[src/rtl/mem_access_arbiter.sv]
// mem_access_arbiter: round-robin arbiter that shares one memory controller FSM among NUM_REQ requesters,
// with a WAIT timeout so a missing valid strobe cannot stall the requesters forever.
module mem_access_arbiter #(
   parameter int NUM_REQ = 2,
   parameter int ADDR_W  = 4,
   parameter int DATA_W  = 8,
   parameter int TIMEOUT = 16
) (
   input  logic                      clk,
   input  logic                      reset,
   input  logic [NUM_REQ-1:0]        req,
   input  logic [NUM_REQ-1:0]        req_op,
   input  logic [NUM_REQ*ADDR_W-1:0] req_addr,
   input  logic [NUM_REQ*DATA_W-1:0] req_wdata,
   output logic [NUM_REQ-1:0]        ack,
   output logic [DATA_W-1:0]         rsp_rdata,
   output logic                      rsp_err,
   output logic                      busy,
   output logic                      mem_select,
   output logic                      mem_op,
   output logic [ADDR_W-1:0]         mem_addr,
   output logic [DATA_W-1:0]         mem_wdata,
   input  logic                      mem_valid,
   input  logic [DATA_W-1:0]         mem_rdata
);
   localparam int IW = $clog2(NUM_REQ);
   localparam int CW = $clog2(TIMEOUT);
   typedef enum logic [1:0] {S_IDLE, S_ISSUE, S_WAIT, S_DONE} state_t;
   state_t        state;
   logic [IW-1:0] ptr, cur, pick, cand;
   logic [IW:0]   sum;
   logic [CW-1:0] cnt;
   logic          found;
   // first set request at or after the priority pointer, wrapping around
   always_comb begin
      found = 1'b0;
      pick = ptr;
      sum = '0;
      cand = ptr;
      for (int i = 0; i < NUM_REQ; i++) begin
         sum = {1'b0, ptr} + (IW+1)'(i);
         cand = (sum >= (IW+1)'(NUM_REQ)) ? IW'(sum - (IW+1)'(NUM_REQ)) : IW'(sum);
         if (!found && req[cand]) begin
            found = 1'b1;
            pick = cand;
         end
      end
   end
   assign busy = state != S_IDLE;
   assign mem_select = (state == S_ISSUE) || (state == S_WAIT);
   assign ack = (state == S_DONE) ? (NUM_REQ'(1) << cur) : '0;
   always_ff @(posedge clk or negedge reset) begin
      if (!reset) begin
         state <= S_IDLE;
         ptr <= '0;
         cur <= '0;
         cnt <= '0;
         mem_op <= 1'b0;
         mem_addr <= '0;
         mem_wdata <= '0;
         rsp_rdata <= '0;
         rsp_err <= 1'b0;
      end else begin
         case (state)
            S_IDLE: if (found) begin
               cur <= pick;
               mem_op <= req_op[pick];
               mem_addr <= req_addr[int'(pick)*ADDR_W +: ADDR_W];
               mem_wdata <= req_wdata[int'(pick)*DATA_W +: DATA_W];
               state <= S_ISSUE;
            end
            S_ISSUE: begin
               cnt <= '0;
               state <= S_WAIT;
            end
            S_WAIT: if (mem_valid) begin
               rsp_rdata <= mem_op ? '0 : mem_rdata;
               rsp_err <= 1'b0;
               state <= S_DONE;
            end else if (cnt == CW'(TIMEOUT - 1)) begin
               rsp_rdata <= '0;
               rsp_err <= 1'b1;
               state <= S_DONE;
            end else begin
               cnt <= cnt + CW'(1);
            end
            default: begin
               ptr <= (cur == IW'(NUM_REQ - 1)) ? '0 : cur + IW'(1);
               state <= S_IDLE;
            end
         endcase
      end
   end
endmodule

[config.mk]
export PLATFORM = sky130hd
export DESIGN_NAME = mem_access_arbiter
export DESIGN_NICKNAME = d
export VERILOG_FILES = /design/src/rtl/mem_access_arbiter.sv
export SDC_FILE = /design/constraint.sdc
export NUM_CORES = 1
export LEC_CHECK = 0
export ABC_AREA = 0
export CAP_MARGIN = 0
export CORE_UTILIZATION = 35
export DETAILED_ROUTE_END_ITERATION = 8
export GPL_TIMING_DRIVEN = 0
export PLACE_DENSITY = 0.67
export REMOVE_ABC_BUFFERS = 1
export SYNTH_ARGS = -nofsm -noshare
export SYNTH_HDL_FRONTEND = slang
export SYNTH_SLANG_ARGS = --single-unit
[constraint.sdc]
create_clock -name clk -period 5.1 [get_ports clk]
set_clock_uncertainty 0.2 [all_clocks]
set_input_delay 1.275 -clock clk [delete_from_list [all_inputs] [get_ports clk]]
set_output_delay 1.275 -clock clk [all_outputs]
set_load 0.05 [all_outputs]
==> qor.csv <==
metric,value,unit
status,finished clean,
post-cts repair resize count,0,
WS Path Type,flop to output pin,
reg2reg path depth,5,
largest cells by area after synthesis,"dfrtp_1 (46%), o2111ai_1 (14%), nand2_1 (5.7%), nand4b_1 (4.8%), ha_1 (4.6%)",
Max-slew headroom,30.32,%
post-layout util,53.43,%
Post-DRT Antenna Nets,0,
P_leak,0.0009815,µW
endpoints failing setup,0,
f_max,0.2446,GHz
Sink Count,30,
Area Growth Syn to Fin,44.22,%
syn_area_per_cell,9.911,µm²
final hold violation count,0,
RR Startpoint,state[0]$_DFFE_PN0P_,
CP max FO,29,
via count,1518,
wire per inst,15.19,µm
Layout Nets,267,
CTS root buffer,clkbuf_8,
vias in the first global route,1521,
CP arrival,2610,ps
Setup Total Neg Slack,0,ps
Post-Route WL,4178,µm
crit path from,state[0]$_DFFE_PN0P_,
Crit path required time,3620,ps
IO buf count,64,
Yosys top cell area share,45.91,%
dpl hpwl,2721,µm
Peak VDD IR,0.2776,mV
H-tree levels,2,
Vias/cell,5.520,
initial antenna violation count,0,
grt total ovfl,0,
Synth Instances,165,
RSZ-0062 raised after global routing,no,
hold_buf cts,0,
sequential share of the synthesized area,45.91,%
io pins,65,
pin count of the biggest net entering global routing,31,
die area,4950,µm²
Die Ht,70.36,µm
Netlist cell types,26,
pwr dens,649.0,nW/µm²
"CTS clk-pin slew, worst paths",70,ps
1st-iter DRT viols,69,
first drt pass iteration count,4,
Worst setup SP type,flop,
CTS tree,done,
worst hold start,rsp_rdata[1]$_DFFE_PN0P_,
core footprint,4414,µm²
Initial Util,37.05,%
max-slew violation count,0,
most frequent cells in the layout,"clkdlybuf4s50_1 (63), dfrtp_1 (30), o2111ai_1 (26)",
clk buf depth,2,
share of layout cells above drive strength 1,5.830,%
first-pass GRT wire length,7169,µm
postcts setup bufs,0,
n_diodes,0,
Die X,70.36,µm
FF/Latch Area,750.7,µm²
GR Util All Layers,18.48,%
minimum clock period,4089,ps
worst slew pin tran,1045,ps
synthesis-stage register bit count,30,
Worst Setup End Kind,output pin,
Worst-Skew Late Latency,280,ps
DRC errors left,0,
hold path depth,2,
"most common cell after layout, fill and taps aside",clkdlybuf4s50_1,
Cell Rows,24,
max cap viols,0,
area of the multi-input gates,785.8,µm²
fill cell count,414,
synthesized area,1635,µm²
Worst Hold Class,flop to flop,
Yosys top cell by area,dfrtp_1,
Yosys Warn Count,0,
clock buffer count from CTS,5,
gpl congestion,0.6892,
Final period util,80.18,%
through the flow:
stage	setup WS [ps]	power (µW)	cell area, µm²	cells	hold WS [ps]
finish	1011	1531	2359	275	278.4
CTS	998.9	1547	2359	275	283.6
global route	871.8	1631	2359	275	297.6
global placement	1302	1337	2272	267	260.2
detailed placement	1327	1341	2267	267	265.9
floorplan	2050	1030	1567	151	282.8
area by class of cell:
type	count	area share, %
clock buffer	7	3.660
tap	52	2.759
clock inverter	1	0.2122
inverter	8	1.273
timing repair buffer	64	26.95
multi-input combinational	113	33.32
sequential	30	31.83
synthesized netlist by cell type, drive strengths merged:
library cell and n:
o21bai 1, xnor2 1, o311a 1, a41oi 1
dfrtp 30, buf 11, mux2 1, nand4b 9
clkbuf 3, nor2 3, o22ai 1, nor2b 3
ha 6, and2 1, o31ai 1, inv 8
mux2i 2, o2111ai 26, o21ai 16, nand3 13
a32oi 1, a31oi 1, nand2 25
layer usage:
metal	global-route usage, %	vias up	share of wire, %
li1	-	741	-
met1	21.45	708	44
met2	30.58	62	45
met3	7.792	7	9.0
met4	6.000	0	1.4
met5	0	-	0
logic make-up (layout without fill, tap and decap cells):
| kind of cell | Yosys count | after routing | share of synthesized area (%) |
|---|---|---|---|
| compound gates | 49 | 49 | 24.26 |
| buf+inv | 22 | 80 | 6.045 |
| fa+ha+maj | 6 | 6 | 4.591 |
| simple gates | 54 | 54 | 16.76 |
| mux | 3 | 3 | 1.913 |
| xor+xnor | 1 | 1 | 0.5357 |
| flops | 30 | 30 | 45.91 |
power breakdown:
part	total (µW)	internal [µW]	switching [µW]
logic	906	304	601
registers	425	342	83.6
clock network	200	109	90.9
flip-flops by register name, summed over array words and instances (netlist names):
register	flops
rsp_rdata	8
state	2
mem_op	1
cur	1
mem_wdata	8
mem_addr	4
ptr	1
cnt	4
rsp_err	1
worst paths after layout:
path / end / slack (ps)
worst min-delay path: rsp_rdata[1]$_DFFE_PN0P_ / 280
worst max-delay path: busy / 1010
max in group asynchronous: cnt[0]$_DFFE_PN0P_ / 3420
min in group asynchronous: cnt[2]$_DFFE_PN0P_ / 840
worst max register to register: mem_addr[1]$_DFFE_PN0P_ / 2460
worst min register to register: rsp_rdata[1]$_DFFE_PN0P_ / 280
worst max-delay path, cell delays in order, from the launching register on:
cell and delay (ps):
dfrtp_1 400, inv_1 130, ha_1 870, inv_1 170, clkdlybuf4s50_1 750
No activity file was read; power rests on OpenSTA's default activity.
